`src/rtl/cpu_run_controller.sv`:
```
// Load/run/dump sequencer: streams a program image into byte RAM, runs the CPU
// until a PC limit or cycle budget, then streams a RAM window back as big-endian words.
module cpu_run_controller #(
   parameter int ADDR_W     = 8,
   parameter int WORD_BYTES = 4,
   parameter int DUMP_WORDS = 64,
   parameter int PC_LIMIT   = 24,
   parameter int WARMUP     = 4,
   parameter int MAX_CYCLES = 1024
) (
   input  logic                    clk,
   input  logic                    clr,
   input  logic                    start,
   input  logic                    load_valid,
   input  logic [7:0]              load_data,
   input  logic                    load_last,
   output logic                    load_ready,
   output logic [ADDR_W-1:0]       mem_addr,
   output logic [7:0]              mem_wdata,
   output logic                    mem_we,
   input  logic [7:0]              mem_rdata,
   input  logic [31:0]             pc,
   output logic                    cpu_clr,
   output logic                    cpu_run,
   output logic                    dump_valid,
   output logic [ADDR_W-1:0]       dump_addr,
   output logic [8*WORD_BYTES-1:0] dump_data,
   input  logic                    dump_ready,
   output logic [31:0]             run_cycles,
   output logic                    timeout,
   output logic                    load_full,
   output logic                    done
);

   localparam int DUMP_W = 8 * WORD_BYTES;
   localparam int RD_W   = $clog2(WORD_BYTES + 1);
   localparam int WC_W   = $clog2(DUMP_WORDS + 1);

   localparam logic [31:0]       WARMUP_C     = 32'(WARMUP);
   localparam logic [31:0]       PC_LIMIT_C   = 32'(PC_LIMIT);
   localparam logic [31:0]       LAST_CYCLE_C = 32'(MAX_CYCLES - 1);
   localparam logic [RD_W-1:0]   RD_LAST      = RD_W'(WORD_BYTES);
   localparam logic [WC_W-1:0]   WC_LAST      = WC_W'(DUMP_WORDS - 1);
   localparam logic [ADDR_W-1:0] ADDR_STEP    = ADDR_W'(WORD_BYTES);

   typedef enum logic [2:0] {
      IDLE, LOAD, CPURST, RUN, DRD, DOUT, DONE
   } state_t;

   state_t              state, state_nxt;
   logic [ADDR_W-1:0]   ptr, ptr_nxt;
   logic [ADDR_W-1:0]   base, base_nxt;
   logic [RD_W-1:0]     rd_cnt, rd_cnt_nxt;
   logic [WC_W-1:0]     word_cnt, word_cnt_nxt;
   logic [DUMP_W-1:0]   word, word_nxt;
   logic [31:0]         run_cycles_nxt;
   logic                timeout_nxt;
   logic                load_full_nxt;

   always_ff @(posedge clk) begin
      if (clr) begin
         state      <= IDLE;
         ptr        <= '0;
         base       <= '0;
         rd_cnt     <= '0;
         word_cnt   <= '0;
         word       <= '0;
         run_cycles <= '0;
         timeout    <= 1'b0;
         load_full  <= 1'b0;
      end else begin
         state      <= state_nxt;
         ptr        <= ptr_nxt;
         base       <= base_nxt;
         rd_cnt     <= rd_cnt_nxt;
         word_cnt   <= word_cnt_nxt;
         word       <= word_nxt;
         run_cycles <= run_cycles_nxt;
         timeout    <= timeout_nxt;
         load_full  <= load_full_nxt;
      end
   end

   always_comb begin
      state_nxt      = state;
      ptr_nxt        = ptr;
      base_nxt       = base;
      rd_cnt_nxt     = rd_cnt;
      word_cnt_nxt   = word_cnt;
      word_nxt       = word;
      run_cycles_nxt = run_cycles;
      timeout_nxt    = timeout;
      load_full_nxt  = load_full;
      load_ready     = 1'b0;
      mem_we         = 1'b0;
      mem_addr       = '0;
      mem_wdata      = '0;
      cpu_clr        = 1'b1;
      cpu_run        = 1'b0;
      dump_valid     = 1'b0;
      done           = 1'b0;

      case (state)
         IDLE, DONE: begin
            done = (state == DONE);
            if (start) begin
               state_nxt      = LOAD;
               ptr_nxt        = '0;
               run_cycles_nxt = '0;
               timeout_nxt    = 1'b0;
               load_full_nxt  = 1'b0;
            end
         end

         LOAD: begin
            load_ready = 1'b1;
            mem_addr   = ptr;
            if (load_valid) begin
               mem_we    = 1'b1;
               mem_wdata = load_data;
               ptr_nxt   = ptr + 1'b1;
               if (load_last) begin
                  state_nxt = CPURST;
               end else if (ptr == '1) begin
                  load_full_nxt = 1'b1;
                  state_nxt     = CPURST;
               end
            end
         end

         CPURST: state_nxt = RUN;

         RUN: begin
            cpu_clr = 1'b0;
            cpu_run = 1'b1;
            if (run_cycles != '1) begin
               run_cycles_nxt = run_cycles + 32'd1;
            end
            // Checks use the pre-increment count; the pc stop outranks the budget.
            if (run_cycles >= WARMUP_C) begin
               if (pc > PC_LIMIT_C) begin
                  state_nxt = DRD;
               end else if (run_cycles >= LAST_CYCLE_C) begin
                  timeout_nxt = 1'b1;
                  state_nxt   = DRD;
               end
            end
            if (state_nxt == DRD) begin
               base_nxt     = '0;
               rd_cnt_nxt   = '0;
               word_cnt_nxt = '0;
            end
         end

         // rd_cnt runs one past the last address so the final byte can be captured.
         DRD: begin
            mem_addr = base + ADDR_W'(rd_cnt);
            if (rd_cnt != '0) begin
               word_nxt = (word << 8) | DUMP_W'(mem_rdata);
            end
            if (rd_cnt == RD_LAST) begin
               state_nxt = DOUT;
            end else begin
               rd_cnt_nxt = rd_cnt + 1'b1;
            end
         end

         DOUT: begin
            dump_valid = 1'b1;
            if (dump_ready) begin
               base_nxt     = base + ADDR_STEP;
               word_cnt_nxt = word_cnt + 1'b1;
               rd_cnt_nxt   = '0;
               state_nxt    = (word_cnt == WC_LAST) ? DONE : DRD;
            end
         end

         default: state_nxt = IDLE;
      endcase
   end

   assign dump_addr = base;
   assign dump_data = word;

endmodule

```
`config.mk`:
```
export PLATFORM = sky130hd
export DESIGN_NAME = cpu_run_controller
export DESIGN_NICKNAME = d
export VERILOG_FILES = /design/src/rtl/cpu_run_controller.sv
export SDC_FILE = /design/constraint.sdc
export NUM_CORES = 1
export LEC_CHECK = 0
export ABC_AREA = 1
export CORE_MARGIN = 1.5
export CORE_UTILIZATION = 44
export CTS_CLUSTER_SIZE = 28
export DETAILED_ROUTE_END_ITERATION = 16
export HOLD_SLACK_MARGIN = 0.02
export PLACE_DENSITY = 0.86
export SLEW_MARGIN = 20
export SYNTH_ARGS = -nofsm -noshare
export SYNTH_HDL_FRONTEND = slang
export SYNTH_SLANG_ARGS = --single-unit
```
`constraint.sdc`:
```
create_clock -name clk -period 1.7 [get_ports clk]
set_input_delay 0.255 -clock clk [delete_from_list [all_inputs] [get_ports clk]]
set_output_delay 0.255 -clock clk [all_outputs]
set_load 0.05 [all_outputs]
```
-- Yosys cells after proc, flatten, opt, wreduce, memory -nomap -nowiden
Cells that the tools add are included.
- bitwise gates (word level): 1
- add/subtract/negate cells: 6
- reductions and logical operators: 15
- muxes and demuxes: 47
- eq/ne operators: 24
- $lt $le $gt $ge: 3
- operator list (cell ; number):
    $mux W32 ; 2
    $pmux W32 S2 ; 1
    $mux W8 ; 6
    $pmux W8 S2 ; 3
    $mux W3 ; 13
    $add A32 B1 Y32 const B ; 1
    $ge A32 B10 Y1 const B ; 1
    $ge A32 B3 Y1 const B ; 1
    $gt A32 B5 Y1 const B ; 1
    $ne A32 B32 Y1 const B ; 1
    $or A32 B8 Y32 ; 1
    $ne A2 B2 Y1 const B ; 12
    $pmux W3 S6 ; 1
    $eq A3 B3 Y1 const B ; 5
    $reduce_and A5 Y1 ; 3
    $mux W1 ; 14
    $mux W7 ; 2
    $pmux W7 S2 ; 1
    $pmux W3 S3 ; 1
    $reduce_and A3 Y1 ; 3
    $add A8 B1 Y8 const B ; 1
    $add A8 B3 Y8 ; 1
    $add A8 B3 Y8 const B ; 1
    $eq A8 B8 Y1 const B ; 1
    other kinds (14) ; 19
- bits of input ports: 54
- register bits: 95

-- Longest topological paths before layout
- word-level depth: 8
- mapped depth: 12
- gate-level depth less buffers: 12

-- Least setup slack after synthesis
OpenSTA, ideal clock, no wires.
- path type: reg2out
- start: reg base[2] (netlist: dump_addr[2])
- end: out mem_addr[7]
- data arrival time: 2.542 ns
- slack: -1.097 ns
- data required time: 1.445 ns
- cell stages (with the launch flop): 7
- path buffers: 0
- cells stage by stage: dfxtp_1 -> ha_1 -> nand2_1 -> nor2_1 -> nand2_1 -> xor2_1 -> o21ai_0
- word-level cells in the longest chain between the ends: 2
- RTL lines (what ; line ; RTL):
    from (decl) ; 52 ; logic [ADDR_W-1:0] base, base_nxt;
    from (signal assigned) ; 74 ; base <= base_nxt;
    $add A8 B3 Y8 ; 157 ; mem_addr = base + ADDR_W'(rd_cnt);
    $pmux W8 S2 ; 103 ; case (state)
    to (decl) ; 18 ; output logic [ADDR_W-1:0] mem_addr,
Every way passes these cells.

-- Final worst setup path
- start: reg rd_cnt[2]
- end: out mem_addr[7]
- word-level cells in the longest chain between the ends: 2
- RTL lines (what ; line ; RTL):
    from (decl) ; 53 ; logic [RD_W-1:0] rd_cnt, rd_cnt_nxt;
    from (signal assigned) ; 75 ; rd_cnt <= rd_cnt_nxt;
    $add A8 B3 Y8 ; 157 ;
    $pmux W8 S2 ; 103 ;
Every way passes these cells.

==> qor.txt <==
power per cell area: 919 nW/um2
die height: 114 um
failing checks: setup timing
clk root buf: clkbuf_16
area share of the largest cell type after synthesis: 34.4%
cells along the critical path: ha_4 -> nand2_4 -> nor2_4 -> nand2_2 -> xor2_2 -> o21ai_4 -> buf_12
Bufs and invs on worst path: 1
post-synth cell types: 40
Area contributors post-synth: dfxtp_1 (34%), nand2_1 (14%), nor2_1 (8.9%)
Arr. time, crit path: 1760 ps
worst-case clock buffer depth: 2
Post-Layout Cell Count: 1,286
GP Congestion: 0.984
global-route wire length before repair: 32.2 mm
# rows: 40
Clock Skews: 10.7 ps
effective utilization at floorplan: 45.0%
antenna-violating nets left: 0
Port Buffers: 147
Yosys reg bits: 93
CP startpoint kind: register
Final setup viols: 82
largest net degree at the start of global routing: 38
antenna violations before repair: 0
worst vdd ir: 0.649 mV
placed cell count: 1,215
area grow syn2layout: 76.3%
Synth warnings: 0
Chip Width: 114 um
gr ovfl total: 0
DRT Pass-1 Iters: 8
Die ar.: 13,000 um2
Max FO, Critical Path: 3
Ports: 150
vias: 7,365
nets: 1,197
Final min period: 2010 ps
Final Util: 79.3%
CP endpoint kind: output pin
Seq/Total Area, Yosys: 34.4%
Top delay family on crit path: flip-flops
most frequent cells in the layout: buf_4 (187), nand2_1 (161), nor2_1 (98)
Fin Hold WS: 346 ps
most common cell after layout, fill and taps aside: buf_4
WL/cell: 18.4 um
Synth Cell Area: 5410 um2
Peak Freq: 497 MHz
status: complete, but fails checks
Via density: 5.73
final WL: 23.6 mm
n_diodes: 0
Fill cells: 723
Lkg Pwr: 4.01 nW
RSZ-0062 raised after global routing: yes
maximum capacitance violations: 0
fin crit share: 118%
Avg Synthesized Cell Area: 6.35 um2
Setup WS post-layout: -314 ps
area of the multi-input gates: 3760 um2
Clock Latency Late Sink: 350 ps
Final Hold Fails: 0
Hold-fix buffers, CTS: 0
GRT Overall Usage: 31.4%
CTS sink cnt: 93
worst setup path class: register to output pin
HP Class: input pin to register
Crit path largest cell delay: 400 ps
area of the core: 12,000 um2
DR iter-0 viols: 744
Synth area leader: dfxtp_1
Critical Path Slowest Stage Cell: dfxtp_2
layout cell share with drive strength beyond 1: 42.9%
final HPWL from detailed placement: 12.9 mm
clk slew on worst S/H paths: 70 ps
vias in the first global route: 6,524
Slew Viols, Final: 0
H-tree Lvls: 3
DRC: 0
critical path data required time: 1440 ps
Cells after Synth: 851
FF/Latch Area: 1940 um2
TritonCTS clock tree: built
Inserted Clock Buffers: 9
## state kept, by name, summed over array words and instances (netlist names)
register,cells
word_cnt,7
dump_addr,6
timeout,1
load_full,1
ptr,8
dump_data,32
state,3
rd_cnt,3
run_cycles,32
## path summary, 6_finish.rpt
check | to | slack [ps] | cells after the start | startpoint
setup / recovery | mem_addr[7] | -310 | 7 | rd_cnt[2]
hold / removal | ptr[4] | 350 | 4 | clr
setup reg to reg | run_cycles[9] | -290 | 12 | state[0]
hold reg to reg | dump_data[30] | 460 | 2 | dump_data[30]
## report_power, final
part	total (mW)	switching [mW]	internal [mW]
clock network	2.05	1.01	1.04
logic	4.42	2.45	1.97
registers	2.29	0.0653	2.22
## worst register-to-register path: cells and delay by family (launching register included)
family | cells | cell delay (ps)
buffers and inverters | 4 | 490
AND/OR/NAND/NOR | 7 | 890
flip-flops | 1 | 380
AO/OA/AOI/OAI | 1 | 110
## cell usage after synthesis (all sizes together)
library cell	number
dfxtp	93
o22ai	4
conb	1
ha	9
inv	106
nor3b	3
o21bai	3
a21oi	86
nand2	205
o31ai	1
buf	14
nand4	13
xnor2	4
nor4	1
clkbuf	15
xor2	11
o21ai	57
or2	6
and3	1
nor3	22
nor2	131
a211oi	1
nand3	64
## metal layers
layer / routed length [um] / up-vias / GRT usage (%)
met5: 0 / - / 0
met3: 2580 / 155 / 7.07
met1: 8620 / 3330 / 37.6
met4: 1370 / 0 / 17.6
li1: - / 3306 / -
met2: 11100 / 574 / 52.2
## cells by family after synthesis
kind of cell               count (synthesis)  share of synthesized area [%]
and+or+nand+nor                          446                           35.6
AOI/OAI and AO/OA                        152                           15.1
buffers and inverters                    135                           10.3
DFF                                       93                           34.4
xor gates and xnor gates                  15                           2.43
adders and majority gates                  9                           2.08
other                                      1                         0.0694
## timing repair
action	CTS	global route
cloned	5	1
endpoints found under the setup margin	66	103
buffers inserted	31	25
pin swaps	33	44
resized for setup	93	128
## area by class of cell
cell class / instances / area share [%]
multi-input cells: 624 / 39.5
repair buffers: 299 / 30.4
flip-flops and latches: 93 / 20.4
inverters: 106 / 4.54
clock buffers: 9 / 2.36
well taps: 147 / 1.93
clock inverters: 7 / 0.748
repair inverters: 1 / 0.118
## per-stage QoR
step	worst slack [ps]	cell area, um2	power [mW]	setup TNS, ps
3_5_place_dp	-299	7970	4.64	-6010
5_1_grt	-334	9530	9.00	-18430
4_1_cts	-178	8960	8.01	-3660
2_1_floorplan	-195	5670	3.84	-1410
6_report	-314	9530	8.76	-14790
3_3_place_gp	-262	7970	4.60	-3190
Power figures use the tool's default switching activity.
